[src/rtl/dmem_host_loader_if.sv]
// dmem_host_loader_if: host-side load and result byte streams
interface dmem_host_loader_if;
    logic       in_valid;
    logic [7:0] in_data;
    logic       in_ready;
    logic       out_valid;
    logic [7:0] out_data;
    logic       out_ready;
    modport master (output in_valid, in_data, out_ready, input in_ready, out_valid, out_data);
    modport slave  (input in_valid, in_data, out_ready, output in_ready, out_valid, out_data);
endinterface

[src/rtl/dmem_host_loader.sv]
// dmem_host_loader: loads data memory, runs the core, then drains the result window
module dmem_host_loader #(
    parameter int LOAD_BASE = 0,
    parameter int LOAD_LEN  = 64,
    parameter int RES_BASE  = 64,
    parameter int RES_LEN   = 32,
    parameter int TIMEOUT   = 4096
) (
    input  logic              clk,
    input  logic              reset,
    input  logic              go,
    dmem_host_loader_if.slave host,
    output logic              mem_wen,
    output logic [7:0]        mem_addr,
    output logic [7:0]        mem_wdata,
    input  logic [7:0]        mem_rdata,
    output logic              core_reset,
    output logic              core_start,
    input  logic              core_done,
    output logic              busy,
    output logic              seq_done,
    output logic              timeout_err
);
    typedef enum logic [2:0] {IDLE, LOAD, START, RUN, DRAIN} state_t;
    localparam logic [7:0]  LOAD_LAST = 8'(LOAD_LEN - 1);
    localparam logic [7:0]  RES_LAST  = 8'(RES_LEN - 1);
    localparam logic [15:0] RUN_LAST  = 16'(TIMEOUT - 1);
    state_t      state;
    logic [7:0]  idx;
    logic [15:0] cnt;
    logic        xfer;
    assign xfer           = host.out_valid && host.out_ready;
    assign busy           = state != IDLE;
    assign core_start     = state == START;
    assign core_reset     = !(state == START || state == RUN);
    assign host.in_ready  = state == LOAD;
    assign host.out_valid = state == DRAIN;
    assign host.out_data  = state == DRAIN ? mem_rdata : 8'h00;
    assign mem_wen        = state == LOAD && host.in_valid;
    assign mem_wdata      = state == LOAD ? host.in_data : 8'h00;
    assign mem_addr       = state == LOAD  ? 8'(LOAD_BASE) + idx :
                            state == DRAIN ? 8'(RES_BASE) + idx : 8'h00;
    always_ff @(posedge clk or posedge reset)
        if (reset) begin
            state       <= IDLE;
            idx         <= '0;
            cnt         <= '0;
            seq_done    <= 1'b0;
            timeout_err <= 1'b0;
        end else begin
            seq_done <= 1'b0;
            case (state)
                IDLE: if (go) begin
                    timeout_err <= 1'b0;
                    idx         <= '0;
                    state       <= LOAD_LEN == 0 ? START : LOAD;
                end
                LOAD: if (host.in_valid) begin
                    idx <= idx == LOAD_LAST ? 8'h00 : idx + 8'd1;
                    if (idx == LOAD_LAST) state <= START;
                end
                START: begin
                    cnt   <= '0;
                    state <= RUN;
                end
                // completion wins over a timeout landing in the same cycle
                RUN: begin
                    cnt <= cnt + 16'd1;
                    if (core_done) state <= DRAIN;
                    else if (cnt == RUN_LAST) begin
                        timeout_err <= 1'b1;
                        state       <= IDLE;
                    end
                end
                DRAIN: if (xfer) begin
                    idx <= idx == RES_LAST ? 8'h00 : idx + 8'd1;
                    if (idx == RES_LAST) begin
                        seq_done <= 1'b1;
                        state    <= IDLE;
                    end
                end
                default: state <= IDLE;
            endcase
        end
endmodule

[src/flat_wrapper.sv]
// flat-port wrapper written by rule: the top's interface ports become plain ports
module dmem_host_loader_flat 
#(
    parameter int LOAD_BASE = 0,
    parameter int LOAD_LEN  = 64,
    parameter int RES_BASE  = 64,
    parameter int RES_LEN   = 32,
    parameter int TIMEOUT   = 4096
)
  (clk, reset, go, mem_wen, mem_addr, mem_wdata, mem_rdata, core_reset, core_start, core_done, busy, seq_done, timeout_err, host_in_valid, host_in_data, host_out_ready, host_in_ready, host_out_valid, host_out_data);
  dmem_host_loader_if host_i ();
  input  logic clk;
  input  logic reset;
  input  logic go;
  output logic mem_wen;
  output logic [7:0] mem_addr;
  output logic [7:0] mem_wdata;
  input  logic [7:0] mem_rdata;
  output logic core_reset;
  output logic core_start;
  input  logic core_done;
  output logic busy;
  output logic seq_done;
  output logic timeout_err;
  input wire logic [$bits(host_i.in_valid)-1:0] host_in_valid;
  input wire logic [$bits(host_i.in_data)-1:0] host_in_data;
  input wire logic [$bits(host_i.out_ready)-1:0] host_out_ready;
  output wire logic [$bits(host_i.in_ready)-1:0] host_in_ready;
  output wire logic [$bits(host_i.out_valid)-1:0] host_out_valid;
  output wire logic [$bits(host_i.out_data)-1:0] host_out_data;
  assign host_i.in_valid = host_in_valid;
  assign host_i.in_data = host_in_data;
  assign host_i.out_ready = host_out_ready;
  assign host_in_ready = host_i.in_ready;
  assign host_out_valid = host_i.out_valid;
  assign host_out_data = host_i.out_data;
  dmem_host_loader #(.LOAD_BASE(LOAD_BASE), .LOAD_LEN(LOAD_LEN), .RES_BASE(RES_BASE), .RES_LEN(RES_LEN), .TIMEOUT(TIMEOUT)) u_core (.clk(clk), .reset(reset), .go(go), .host(host_i), .mem_wen(mem_wen), .mem_addr(mem_addr), .mem_wdata(mem_wdata), .mem_rdata(mem_rdata), .core_reset(core_reset), .core_start(core_start), .core_done(core_done), .busy(busy), .seq_done(seq_done), .timeout_err(timeout_err));
endmodule
[config.mk]
export PLATFORM = sky130hd
export DESIGN_NAME = dmem_host_loader_flat
export DESIGN_NICKNAME = d
export VERILOG_FILES = /design/src/rtl/dmem_host_loader_if.sv /design/src/rtl/dmem_host_loader.sv /design/src/flat_wrapper.sv
export SDC_FILE = /design/constraint.sdc
export NUM_CORES = 1
export LEC_CHECK = 0
export CAP_MARGIN = 30
export CORE_ASPECT_RATIO = 0.7
export CORE_MARGIN = 5
export CORE_UTILIZATION = 50
export CTS_BUF_LIST = sky130_fd_sc_hd__clkbuf_8
export CTS_CLUSTER_DIAMETER = 120
export CTS_CLUSTER_SIZE = 14
export DETAILED_ROUTE_END_ITERATION = 8
export GPL_TIMING_DRIVEN = 0
export PLACE_DENSITY = 0.89
export RECOVER_POWER = 100
export SLEW_MARGIN = 20
export SYNTH_ARGS = -nofsm -noshare
export SYNTH_HDL_FRONTEND = slang
export SYNTH_SLANG_ARGS = --single-unit
[constraint.sdc]
create_clock -name clk -period 2.4 [get_ports clk]
set_input_delay 0.36 -clock clk [delete_from_list [all_inputs] [get_ports clk]]
set_output_delay 0.36 -clock clk [all_outputs]
set_load 0.02 [all_outputs]
==> metrics.txt <==
status complete, no violations; main combinational cell family by area after synthesis simple AND/OR/NAND/NOR gates; Data required, critical path slightly above 2 ns; sequential element share of the synthesized area 0.378; Yosys top cell by area dfrtp_1; Final Hold Fails 0; Synthesized Nets 256; synthesized area per cell roughly 8.3 sq um; area of the placeable core 0.00360 sq mm; cell with the largest stage delay on the worst path dlygate4sd3_1; vertical extent of the die 61.8 um; max layer used met4; type of the tightest min-delay check in -> async; timing-limited maximum frequency approximately 430 MHz; number of instances in the synthesized netlist approximately 230; first-pass GRT wire length between 8 and 9 mm; area fraction of the dominant cell type after synthesis 0.378; combinational group share of total power 0.544; number of nets still failing antenna checks after routing 0; Max Cap Viol 0; setup skew after layout around 0.0056 ns; count of synthesis-stage warnings from yosys 0; CTS tree built; via/cell ratio between 5 and 6; fin worst setup slack between 0.08 and 0.09 ns; Cell Area, Synth 0.00192 sq mm; most frequent cell after synthesis nand2_1; effective utilization at floorplan 0.532; Clock Tree Root clkbuf_8; simple-gate portion of the synthesized area 0.324; metal2 WL 2.60 mm; Setup TNS 0 ns; xor and xnor fraction of the mapped netlist area 0.0137; area fraction in compound gates after synthesis 0.162; total of buffers placed on input and output ports 53; Routed wire per std cell between 15 and 20 um; switching power summed over all nets 1.14 mW; count of buffer and inverter cells on the critical path 2; startpoint type of the worst setup path flop; main area contributors after synthesis dfrtp_1 38%, nand2_1 6.1%, and2_1 5.5%; CP cell instances buf_4 -> or3_1 -> dlygate4sd3_1; type of element capturing the critical path output pin; Worst-path clk slew approximately 0.06 ns; drt pass-1 iters 5; area of the die 0.00519 sq mm; post-synthesis sequential element count 29; total clock sinks 29; Cell variety after synth 46; area added between synthesis and finish 30.6%; maximum VDD drop 0.618 mV; fill cell instance count of the final layout approximately 300; type of the setup path with the least slack reg -> out; Register Area between 700 and 800 sq um; Reg power frac 0.291; Int Power ~1.3 mW; DR WL met3 443 um; metal1 wirelength between 2 and 2.5 mm; Setup-failing EPs final 0; Finished Layout Cells roughly 340; ratio of cells with drive above 1 in the final layout 0.123; WHS ~0.51 ns; time the final worst path needs with I/O delays and setup around 2.3 ns; Die Width roughly 84 um; detailed placer's ending HPWL slightly above 4 mm; number of enable flip-flop cells after synthesis 0; worst slack after detailed placement -0.0856 ns; fraction of the mapped netlist area in adder cells 0.0196; count of pins on the block boundary 54; aggregate global routing overflow 0; largest fanout on the critical path 10; PwrDens roughly 960 mW/mm^2; Routed Wire Length approximately 5.5 mm; routability congestion estimate between 0.7 and 0.8; number of buffers inserted for hold repair after clock tree synthesis 0; share of power burned in the clock network 0.165; starting DRC count in detailed routing 191; pin count of the biggest net entering global routing 20; pins over their slew limit 0; number of global-route vias before repair between 1500 and 2000; Final period util 0.964; delay of the slowest cell on the worst path around 0.66 ns; Via Count 1953; area used by multi-input combinational logic about 0.0011 sq mm; transition time at the pin with the least slew margin 1.10 ns; Placed Cells incl. Taps approximately 340; proportion of total power due to net switching 0.474; number of antenna cells inserted 0; buffer depth of the longest clock path 2; number of antenna violations at the first check in global routing 0; worst relative slew slack 0.267; GR Util All Layers 0.216; leakage dissipation about 1.1 nW; total number of nets in the final design 318; CTS buffer count 5; number of levels in the clock H-tree 2; worst endpoint data arrival time just under 2 ns; category of cells accounting for the largest share of critical-path delay buffers and inverters; Placement Rows 18; fraction of synthesis flops using an asynchronous set or reset pin 1.00; count of unresolved DRC violations after routing 0; unrepaired setup endpoints after global routing false; Worst-Skew Late Latency 0.28 ns; Main synth FF type dfrtp_1; multiplexer fraction of the synthesized cell area 0.0535; most instantiated cells after synthesis 31 x nand2_1, 29 x dfrtp_1, 21 x nor2_1, 18 x o21ai_0, 17 x and2_1
==> registers in the layout (all words and copies together), names as in the netlist <==
| signal | cells |
|---|---|
| u_core.state | 3 |
| u_core.cnt | 16 |
| u_core.timeout_err | 1 |
| u_core.idx | 8 |
| u_core.seq_done | 1 |
==> worst reg2reg max path: cells and delay by family (launching register included) <==
family,cells,cell delay (ns)
AOI/OAI and AO/OA,2,0.70
and+or+nand+nor,2,0.46
DFF,1,0.44
adders and majority gates,1,0.29
buffers and inverters,1,0.06
==> timing repair <==
action                                  CTS  global route
endpoints found under the hold margin     0             0
pin swaps                                 1             0
resized for setup                        23            31
endpoints found under the setup margin   29            18
buffers inserted                          2             0
==> worst paths after layout <==
kind	start	cells after the start	to	slack [ns]
hold reg to reg	u_core.timeout_err	2	u_core.timeout_err	0.51
hold / removal	reset	2	u_core.cnt[12]	0.51
max in group asynchronous	reset	3	u_core.state[1]	0.49
setup / recovery	u_core.state[1]	3	busy	0.09
setup reg to reg	u_core.idx[0]	6	u_core.idx[6]	0.35
min in group clk	u_core.timeout_err	2	u_core.timeout_err	0.51
==> cells by family after synthesis <==
family	Yosys count
buffers and inverters	22
adder cells (fa/ha/maj)	3
AO/OA/AOI/OAI	46
AND/OR/NAND/NOR	118
flip-flops	29
XOR/XNOR	3
multiplexers	10
==> cell type report <==
cell class,count,share of cell area
inverters,10,0.0150
multi-input cells,180,0.430
flip-flops and latches,29,0.291
plain buffers,11,0.0215
clock inverters,1,0.00150
clock buffers,6,0.0330
repair buffers,56,0.183
well taps,50,0.0250
==> per-stage QoR <==
stage	power [mW]	utilization	cell area [sq um]
2_1_floorplan	1.60	-	1920
3_5_place_dp	2.11	0.705	2540
6_report	2.41	0.695	2500
4_1_cts	2.45	0.728	2620
3_3_place_gp	2.05	0.697	2510
5_1_grt	2.59	0.695	2500
==> power by group through the flow <==
| stage | Sequential [mW] | Combinational, mW | Clock, mW |
|---|---|---|---|
| 3_3_place_gp | 0.686 | 1.36 | 0 |
| 3_5_place_dp | 0.694 | 1.42 | 0 |
| 4_1_cts | 0.688 | 1.36 | 0.403 |
| 2_1_floorplan | 0.671 | 0.932 | 0 |
| 6_report | 0.700 | 1.31 | 0.397 |
| 5_1_grt | 0.715 | 1.45 | 0.427 |
==> metal layers <==
layer,up-vias,track usage
met3,12,0.0514
met4,0,0.0894
met1,920,0.266
li1,928,-
met2,93,0.375
met5,-,0
==> cells in the final DEF, fill, tap and decap left out, types with 2 or more instances in the layout <==
cell type and n:
nand2_1 31, dfrtp_1 27, clkdlybuf4s50_1 25, o21ai_0 21, nor2_1 20, clkbuf_1 15, and2_1 15, nand3_1 12
nor3_1 8, mux2i_1 8, inv_1 7, clkbuf_2 7, a21oi_1 6, nor2b_1 6, clkbuf_8 6, dlygate4sd2_1 6
nand4_1 5, dlygate4sd3_1 5, buf_4 4, inv_2 4, nor4_1 4, buf_2 3, o31ai_1 3, a31oi_1 3
nand2b_1 3, xnor2_1 3, o21ai_1 3, ha_1 3, and2_0 2, or3_1 2, and4_1 2, dfrtp_2 2
Power figures use the tool's default switching activity.
